==> src/rtl/dds_write_sequencer_if.sv <==
// Command push port of the DDS write sequencer: one queued register write per valid/ready beat.
interface dds_write_sequencer_if;
    logic        cmd_valid;
    logic        cmd_ready;
    logic [7:0]  cmd_instr;
    logic [31:0] cmd_data;
    logic [2:0]  cmd_nbytes;

    modport master (output cmd_valid, cmd_instr, cmd_data, cmd_nbytes, input cmd_ready);
    modport slave  (input cmd_valid, cmd_instr, cmd_data, cmd_nbytes, output cmd_ready);
endinterface

==> src/rtl/dds_write_sequencer.sv <==
// Queues DDS register writes and plays them out as one serial burst (sclk/sdio/cs_n)
// per external trigger, closing the burst with an io_update pulse and a one-cycle flag.
module dds_write_sequencer #(
    parameter int unsigned SCLK_HALF   = 3,
    parameter int unsigned CS_GAP      = 2,
    parameter int unsigned IOUP_CYCLES = 4,
    parameter int unsigned FIFO_DEPTH  = 4
) (
    input  logic                        FiftyMHz_int_ref_clock,
    input  logic                        reset,
    input  logic                        trigger,
    dds_write_sequencer_if.slave        cmd,
    input  logic                        clear_overrun,
    output logic                        sclk,
    output logic                        sdio,
    output logic                        cs_n,
    output logic                        io_update,
    output logic                        busy,
    output logic                        flag,
    output logic                        overrun,
    output logic [$clog2(FIFO_DEPTH):0] fifo_count
);
    localparam int unsigned AW      = $clog2(FIFO_DEPTH);
    localparam int unsigned CNTW    = AW + 1;
    localparam int unsigned GAP_CYC = CS_GAP * 2 * SCLK_HALF;
    localparam int unsigned MAX_A   = (GAP_CYC > IOUP_CYCLES) ? GAP_CYC : IOUP_CYCLES;
    localparam int unsigned MAX_CYC = (MAX_A > SCLK_HALF) ? MAX_A : SCLK_HALF;
    localparam int unsigned CW      = $clog2(MAX_CYC + 1);

    typedef enum logic [2:0] {IDLE, LOAD, SHIFT, GAP, UPDATE, DONE} state_e;

    typedef struct packed {
        logic [2:0]  nbytes;
        logic [7:0]  instr;
        logic [31:0] data;
    } entry_t;

    state_e          state_q, state_d;
    logic [CW-1:0]   cnt_q, cnt_d;
    logic [39:0]     shreg_q, shreg_d;
    logic [5:0]      bitcnt_q, bitcnt_d;
    logic            sclk_q, sclk_d;
    logic            overrun_q, overrun_d;
    logic            trig_s1_q, trig_s2_q, trig_s3_q, trig_edge;
    entry_t          mem_q [FIFO_DEPTH];
    logic [AW-1:0]   wr_ptr_q, rd_ptr_q;
    logic [CNTW-1:0] count_q;
    entry_t          push_entry, head;
    logic            push, pop;
    logic [39:0]     load_word;
    logic [5:0]      load_bits;

    // Trigger pin is asynchronous: two flops to synchronise, a third for edge detection.
    always_ff @(posedge FiftyMHz_int_ref_clock) begin
        if (reset) begin
            trig_s1_q <= 1'b0;
            trig_s2_q <= 1'b0;
            trig_s3_q <= 1'b0;
            overrun_q <= 1'b0;
        end else begin
            trig_s1_q <= trigger;
            trig_s2_q <= trig_s1_q;
            trig_s3_q <= trig_s2_q;
            overrun_q <= overrun_d;
        end
    end

    assign trig_edge = trig_s2_q & ~trig_s3_q;

    always_comb begin
        overrun_d = overrun_q;
        if (clear_overrun) overrun_d = 1'b0;
        if (trig_edge && state_q != IDLE) overrun_d = 1'b1;
    end

    assign cmd.cmd_ready = (count_q != CNTW'(FIFO_DEPTH));
    assign push          = cmd.cmd_valid & cmd.cmd_ready;
    assign push_entry    = '{nbytes: (cmd.cmd_nbytes > 3'd4) ? 3'd4 : cmd.cmd_nbytes,
                             instr:  cmd.cmd_instr,
                             data:   cmd.cmd_data};
    assign head          = mem_q[rd_ptr_q];

    always_ff @(posedge FiftyMHz_int_ref_clock) begin
        if (push) mem_q[wr_ptr_q] <= push_entry;
    end

    always_ff @(posedge FiftyMHz_int_ref_clock) begin
        if (reset) begin
            wr_ptr_q <= '0;
            rd_ptr_q <= '0;
            count_q  <= '0;
        end else begin
            if (push) wr_ptr_q <= wr_ptr_q + 1'b1;
            if (pop)  rd_ptr_q <= rd_ptr_q + 1'b1;
            if (push && !pop)      count_q <= count_q + 1'b1;
            else if (pop && !push) count_q <= count_q - 1'b1;
        end
    end

    // Data bytes are left-aligned behind the instruction so shifting out of bit 39 is MSB first.
    always_comb begin
        case (head.nbytes)
            3'd0:    load_word = {head.instr, 32'h0};
            3'd1:    load_word = {head.instr, head.data[7:0], 24'h0};
            3'd2:    load_word = {head.instr, head.data[15:0], 16'h0};
            3'd3:    load_word = {head.instr, head.data[23:0], 8'h0};
            default: load_word = {head.instr, head.data};
        endcase
        load_bits = 6'd8 + {head.nbytes, 3'b000};
    end

    always_ff @(posedge FiftyMHz_int_ref_clock) begin
        if (reset) begin
            state_q  <= IDLE;
            cnt_q    <= '0;
            shreg_q  <= '0;
            bitcnt_q <= '0;
            sclk_q   <= 1'b0;
        end else begin
            state_q  <= state_d;
            cnt_q    <= cnt_d;
            shreg_q  <= shreg_d;
            bitcnt_q <= bitcnt_d;
            sclk_q   <= sclk_d;
        end
    end

    always_comb begin
        state_d  = state_q;
        cnt_d    = cnt_q;
        shreg_d  = shreg_q;
        bitcnt_d = bitcnt_q;
        sclk_d   = 1'b0;
        case (state_q)
            IDLE: begin
                if (trig_edge && count_q != '0) state_d = LOAD;
            end
            LOAD: begin
                shreg_d  = load_word;
                bitcnt_d = load_bits;
                cnt_d    = '0;
                state_d  = SHIFT;
            end
            SHIFT: begin
                sclk_d = sclk_q;
                if (cnt_q == CW'(SCLK_HALF - 1)) begin
                    cnt_d = '0;
                    if (!sclk_q) begin
                        sclk_d = 1'b1;
                    end else begin
                        sclk_d = 1'b0;
                        // Clearing the shifter on the last bit returns sdio low for the gap.
                        if (bitcnt_q == 6'd1) begin
                            shreg_d = '0;
                            state_d = GAP;
                        end else begin
                            bitcnt_d = bitcnt_q - 6'd1;
                            shreg_d  = {shreg_q[38:0], 1'b0};
                        end
                    end
                end else begin
                    cnt_d = cnt_q + 1'b1;
                end
            end
            GAP: begin
                if (cnt_q == CW'(GAP_CYC - 1)) begin
                    cnt_d   = '0;
                    state_d = (count_q != '0) ? LOAD : UPDATE;
                end else begin
                    cnt_d = cnt_q + 1'b1;
                end
            end
            UPDATE: begin
                if (cnt_q == CW'(IOUP_CYCLES - 1)) begin
                    cnt_d   = '0;
                    state_d = DONE;
                end else begin
                    cnt_d = cnt_q + 1'b1;
                end
            end
            DONE:    state_d = IDLE;
            default: state_d = IDLE;
        endcase
    end

    always_comb begin
        pop       = (state_q == LOAD);
        cs_n      = !(state_q == LOAD || state_q == SHIFT);
        io_update = (state_q == UPDATE);
        flag      = (state_q == DONE);
        busy      = !(state_q == IDLE || state_q == DONE);
    end

    assign sclk       = sclk_q;
    assign sdio       = shreg_q[39];
    assign overrun    = overrun_q;
    assign fifo_count = count_q;
endmodule
==> src/flat_wrapper.sv <==
// flat-port wrapper written by rule: the top's interface ports become plain ports
module dds_write_sequencer_flat 
#(
    parameter int unsigned SCLK_HALF   = 3,
    parameter int unsigned CS_GAP      = 2,
    parameter int unsigned IOUP_CYCLES = 4,
    parameter int unsigned FIFO_DEPTH  = 4
)
  (FiftyMHz_int_ref_clock, reset, trigger, clear_overrun, sclk, sdio, cs_n, io_update, busy, flag, overrun, fifo_count, cmd_cmd_valid, cmd_cmd_instr, cmd_cmd_data, cmd_cmd_nbytes, cmd_cmd_ready);
  dds_write_sequencer_if cmd_i ();
  input  logic FiftyMHz_int_ref_clock;
  input  logic reset;
  input  logic trigger;
  input  logic clear_overrun;
  output logic sclk;
  output logic sdio;
  output logic cs_n;
  output logic io_update;
  output logic busy;
  output logic flag;
  output logic overrun;
  output logic [$clog2(FIFO_DEPTH):0] fifo_count;
  input wire logic [$bits(cmd_i.cmd_valid)-1:0] cmd_cmd_valid;
  input wire logic [$bits(cmd_i.cmd_instr)-1:0] cmd_cmd_instr;
  input wire logic [$bits(cmd_i.cmd_data)-1:0] cmd_cmd_data;
  input wire logic [$bits(cmd_i.cmd_nbytes)-1:0] cmd_cmd_nbytes;
  output wire logic [$bits(cmd_i.cmd_ready)-1:0] cmd_cmd_ready;
  assign cmd_i.cmd_valid = cmd_cmd_valid;
  assign cmd_i.cmd_instr = cmd_cmd_instr;
  assign cmd_i.cmd_data = cmd_cmd_data;
  assign cmd_i.cmd_nbytes = cmd_cmd_nbytes;
  assign cmd_cmd_ready = cmd_i.cmd_ready;
  dds_write_sequencer #(.SCLK_HALF(SCLK_HALF), .CS_GAP(CS_GAP), .IOUP_CYCLES(IOUP_CYCLES), .FIFO_DEPTH(FIFO_DEPTH)) u_core (.FiftyMHz_int_ref_clock(FiftyMHz_int_ref_clock), .reset(reset), .trigger(trigger), .cmd(cmd_i), .clear_overrun(clear_overrun), .sclk(sclk), .sdio(sdio), .cs_n(cs_n), .io_update(io_update), .busy(busy), .flag(flag), .overrun(overrun), .fifo_count(fifo_count));
endmodule
==> config.mk <==
export PLATFORM = sky130hd
export DESIGN_NAME = dds_write_sequencer_flat
export DESIGN_NICKNAME = d
export VERILOG_FILES = /design/src/rtl/dds_write_sequencer_if.sv /design/src/rtl/dds_write_sequencer.sv /design/src/flat_wrapper.sv
export SDC_FILE = /design/constraint.sdc
export NUM_CORES = 1
export LEC_CHECK = 0
export CAP_MARGIN = 40
export CORE_MARGIN = 5
export CORE_UTILIZATION = 54
export DETAILED_ROUTE_END_ITERATION = 10
export PLACE_DENSITY = 0.76
export SLEW_MARGIN = 25
export SYNTH_ARGS = -nofsm -noshare
export SYNTH_HDL_FRONTEND = slang
export SYNTH_SLANG_ARGS = --single-unit
==> constraint.sdc <==
create_clock -name FiftyMHz_int_ref_clock -period 3.08 [get_ports FiftyMHz_int_ref_clock]
set_clock_uncertainty 0.2 [all_clocks]
set_input_delay 0.616 -clock FiftyMHz_int_ref_clock [delete_from_list [all_inputs] [get_ports FiftyMHz_int_ref_clock]]
set_output_delay 0.616 -clock FiftyMHz_int_ref_clock [all_outputs]
set_load 0.03 [all_outputs]
=== After elaboration in Yosys (flattened, before gate mapping) ===
Memory sizes are Yosys's and may differ from the RTL's. A register that Yosys moved wholly into a read port is not among the register bits.
Index checks and enable logic that the tools add are counted.

* Add/sub/neg operators: 7
* $mul: 0
* Divide/modulo/power cells: 0
* Magnitude comparators: 1
* Eq/ne operators: 20
* Shift operators: 0
* Mux-type cells: 31
* Bitwise gates (word level): 4
* Reduce and logical (&&, ||, !) cells: 22

{| class="wikitable"
|+ Operators with widths
! kind !! count
|-
| one-hot mux 32 bit (4 select lines) || 1
|-
| two-way mux 40 bit || 3
|-
| one-hot mux 40 bit (2 select lines) || 1
|-
| two-way mux 3 bit || 10
|-
| two-way mux 6 bit || 3
|-
| one-hot mux 4 bit (4 select lines) || 1
|-
| one-hot mux 3 bit (5 select lines) || 1
|-
| == test 3 x 2 -> 1 bit (second input constant) || 4
|-
| two-way mux 4 bit || 3
|-
| inequality test 2 x 1 -> 1 bit (second input constant) || 6
|-
| one-hot mux 6 bit (2 select lines) || 1
|-
| == test 4 x 2 -> 1 bit (second input constant) || 2
|-
| adder 4 x 6 -> 6 bit (first input constant) || 1
|-
| == test 3 x 1 -> 1 bit (second input constant) || 2
|-
| == test 3 bit (second input constant) || 2
|-
| == test 6 x 1 -> 1 bit (second input constant) || 1
|-
| zero test 3 bit || 2
|-
| AND reduction 6 bit || 1
|-
| nonzero test 2 bit || 3
|-
| nonzero test 3 bit || 2
|-
| subtractor 6 x 1 -> 6 bit (second input constant) || 1
|-
| two-way mux 1 bit || 5
|-
| adder 2 x 1 -> 2 bit (second input constant) || 2
|-
| adder 4 x 1 -> 4 bit (second input constant) || 1
|-
| 16 further kinds || 26
|}

* Register bits: 65
* Bits in latches: 0
* Bits in writable memories: 172
* Bits in read-only memories: 0
* Input bits: 48
* Output and inout port bits: 11
* Logic and storage cells: 98
* Memories kept: 1

{| class="wikitable"
|+ Memories
! name !! words !! bits a word !! rd ports !! clocked after Yosys merged registers in !! wr ports !! line !! source
|-
| u_core.mem_q || 4 || 43 || 1 || 1 || 1 || dds_write_sequencer.sv:45 || <nowiki>entry_t mem_q [FIFO_DEPTH];</nowiki>
|}

=== Depth between registers and ports, before layout ===
* Depth after elaboration: 6
* Gate-level depth with buffers: 13
* Mapped depth without buffers: 9

=== Worst setup path before layout ===
No wires, ideal clock.

* Path type: reg2reg
* Start point: register with a tool-made name
* End point: register u_core.shreg_q[22]
* Setup time: 0.073 ns
* Data arrival time: 2.896 ns
* Required time: 2.807 ns
* Path slack: -0.089 ns
* Stages on the path, launching flop included: 13
* Buffers on the path: 5
* Clock period less this slack: 3.169 ns
* Cell sequence: dfxtp_1 -> buf_6 -> buf_4 -> buf_4 -> mux4_2 -> ha_1 -> clkbuf_1 -> nor3_1 -> o21a_1 -> buf_6 -> a221oi_2 -> o311a_1 -> nor3_2

{| class="wikitable"
|+ RTL lines
! what !! line !! source
|-
| to (signal assigned) || dds_write_sequencer.sv:122 || <nowiki>shreg_q <= shreg_d;</nowiki>
|-
| to (decl) || dds_write_sequencer.sv:40 || <nowiki>logic [39:0] shreg_q, shreg_d;</nowiki>
|}

=== Final worst setup path ===
* Start point: register u_core.state_q[0]
* End point: output port cs_n

* Cells in the longest elaborated chain, start to end: 3
* Elaborated cells between the ends (all ways): 4

{| class="wikitable"
|+ RTL lines
! what !! line !! source
|-
| from (decl) || dds_write_sequencer.sv:38 || <nowiki>state_e state_q, state_d;</nowiki>
|-
| from (signal assigned) || dds_write_sequencer.sv:120 || <nowiki>state_q <= state_d;</nowiki>
|-
| == test 3 x 1 -> 1 bit or == test 3 x 2 -> 1 bit (tied branches) || dds_write_sequencer.sv:188 || <nowiki>cs_n = !(state_q == LOAD || state_q == SHIFT);</nowiki>
|-
| logical OR 1 bit (*) || dds_write_sequencer.sv:188 ||
|-
| zero test 1 bit (*) || dds_write_sequencer.sv:188 ||
|-
| to (decl) || flat_wrapper.sv:17 || <nowiki>output logic cs_n;</nowiki>
|}

Mark *: on every way between the ends. The rest lies on a longest branch, timed or not.

==> metrics <==
vias in the first global route=6347; sequential area share after synthesis=63.73%; total grt overflow=0; hold_sp=u_core.trig_s1_q; Critical Path Start Type=flip-flop; Tot GR Track Use=19.67%; Total Wirelength=21.38 mm; Synth cell types=63; ant diodes=0; die height=147.5 µm; CP max FO=14; NetSw=3.636 mW; register area=6511 µm²; DRC violations left=0; Internal=7.328 mW; FF+latch count, synth=239; Leak Pwr=3.926 nW; clock buffer depth=3; hold crit path type=flip-flop to flip-flop; via-per-instance ratio=6.247; worst slew pin tran=0.7169 ns; DRT Pass-1 Iters=7; number of enable flip-flop cells after synthesis=172; Root Buffer Master=clkbuf_16; Cells after DPL=965; R2R cell count=9; TNS Setup=0 ns; worst ir drop on vdd=0.5332 mV; max-cap violation count=0; post-route insts no fill=1008; Tcrit/Tclk final=96.11%; pin count of the biggest net entering global routing=44; Clock transition at path regs=0.06 ns; status=completed; Post-Syn Area=10210 µm²; number of I/O pins=59; worst-skew pair later-pin latency=0.51 ns; Routed WL per cell=21.21 µm; min Tclk post-route=2.960 ns; R2R Setup Slk=0.21 ns; number of placement rows=50; FMAX=337.8 MHz; Initial DRC Count=600; CP arrival=2.14 ns; IO Port Bufs=58; RSZ-0062 raised after global routing=no; Seq pwr share=39.5%; ys async rst share=0%; Initial Utilization=54.76%; final hold vios=0; first-pass GRT wire length=34.36 mm; final setup fails=0; CTS tree=built; CTS Buf Count=25; share of layout cells above drive strength 1=17.70%; Antenna Nets Post-Route=0; worst hold endpoint=u_core.trig_s2_q; CP Capture Type=output pin; count leader, synth=edfxtp_1; Worst Path Required=2.26 ns; Crit. Startpoint=u_core.state_q[0]; synth warn=0; clock network power share=27.3%; clk sinks=239; top cell type's share of synthesized area=50.59%; Layout area overhead=16.36%; Die W=147.5 µm; Gate power share=33.2%; worst hold stages=1; area taken by multi-input logic gates=3395 µm²; final net count=821; ranking of synthesized cells by area=edfxtp_1 51%, dfxtp_1 13%, mux4_2 8.4%; Synth area leader=edfxtp_1; Core Region=18640 µm²; initial antenna violation count=0; commonest cells in the netlist=172 x edfxtp_1, 67 x dfxtp_1, 59 x nor2_1; Most used DFF post-synth=edfxtp_1; synthesized area per cell=14.65 µm²; RR Endpoint=u_core.shreg_q[16]; crit path kind=flip-flop to output pin; filler instances=1302; routed vias=6297; H-tree Lvls=1; syn_nets=760; Final Max Tran Viols=0; Gate Count Post-Synth=697; total die area=21750 µm²; HPWL Detailed=13.86 mm; Final GP Congestion=0.8901; sw frac=33.16%; Pwr per Cell Area=923.0 nW/µm²; worst rel slew slack=52.10%
==> cells by family (layout without fill, tap and decap cells) <==
group,count (synthesis),in the layout,share of synthesized area (%)
xor gates and xnor gates,10,10,0.8580
adders and majority gates,15,15,1.912
muxes,59,59,11.41
and+or+nand+nor,166,166,7.881
buffers and inverters,60,137,3.150
AOI/OAI and AO/OA,148,148,11.06
DFF,239,239,63.73
==> worst max-delay path by stage <==
stage / endpoint / slack [ns]
final: cs_n / 0.12
after global routing: u_core.shreg_q[12] / 0.0003
after CTS: cs_n / 0.01
after detailed placement: u_core.fifo_count[2] / 0.19
after global placement: u_core.fifo_count[2] / 0.26
after floorplan: u_core.shreg_q[22] / 0.02
==> worst max-delay path, cell delays in order (launching register included) <==
cell and delay, ns:
dfxtp_1 0.61, nor3b_4 0.11, nor2_1 0.20, clkdlybuf4s50_1 0.72
==> stage by stage <==
stage	setup WS [ns]	util [%]	area [µm²]	hold WS [ns]	power, mW
final	0.1197	63.72	11880	0.2572	10.96
after global routing	0.0002927	63.72	11880	0.2738	11.53
after CTS	0.01269	63.70	11880	0.2631	10.98
after detailed placement	0.1908	59.32	11060	0.2538	7.978
after global placement	0.2600	59.32	11060	0.2417	7.846
after floorplan	0.01547	-	10220	0.2138	6.977
==> timing repair <==
item / CTS / global route
buffers inserted: 0 / 0
hold buffers: 0 / 0
endpoints found under the setup margin: 0 / 2
gates resized for setup: 0 / 2
==> per-layer routing <==
metal | global-route usage, % | vias to the layer above | routed length, µm
met5 | 0 | - | 0
met2 | 30.97 | 272 | 9985
met4 | 7.968 | 0 | 787
li1 | - | 2869 | -
met1 | 27.17 | 3091 | 8881
met3 | 4.016 | 65 | 1727
==> placed cells by master (no fill, tap or decap), types with 4 or more instances in the layout <==
cell,Yosys,routed
edfxtp_1,172,172
dfxtp_1,67,63
nor2_1,59,59
clkdlybuf4s50_1,0,57
nand2_1,43,43
mux4_2,38,38
a21oi_1,30,29
a221oi_1,26,26
clkbuf_16,0,25
buf_4,5,19
a211oi_1,16,16
nand3_1,15,15
a311oi_1,14,14
mux2_2,14,14
ha_1,14,14
o21ai_0,12,12
inv_1,12,11
nor3_1,12,11
nor2b_1,9,9
a22oi_1,9,9
xor2_1,7,7
o22a_1,7,7
a22o_1,6,6
o211ai_1,6,6
mux4_1,5,5
clkinv_1,0,5
buf_12,0,5
and3_2,0,4
dfxtp_2,0,4
clkinv_2,0,4
bufinv_16,0,4
==> state kept, by name, summed over array words and instances, names as in the netlist, named ones only <==
| name | count |
|---|---|
| u_core.sclk | 1 |
| u_core.fifo_count | 3 |
| u_core.state_q | 3 |
| u_core.trig_s2_q | 1 |
| u_core.rd_ptr_q | 2 |
| u_core.mem_q | 172 |
| u_core.bitcnt_q | 6 |
| u_core.overrun | 1 |
| u_core.wr_ptr_q | 2 |
| u_core.trig_s3_q | 1 |
| u_core.shreg_q | 40 |
| u_core.cnt_q | 4 |
| u_core.trig_s1_q | 1 |
==> layout make-up <==
cell class              count  share of cell area (%)
clock buffers              27                   5.330
well taps                 234                   2.465
clock inverters            16                   1.548
inverters                  12                  0.3792
flip-flops and latches    239                   54.81
multi-input cells         398                   28.58
repair buffers             82                   6.889
==> power groups by stage <==
stage	combinational (mW)	sequential [mW]	clock, mW
after detailed placement	3.59	4.38	0
after floorplan	2.67	4.30	0
after CTS	3.62	4.32	3.04
after global routing	3.96	4.39	3.19
final	3.64	4.33	2.99
after global placement	3.50	4.35	0
Power figures use the tool's default switching activity.
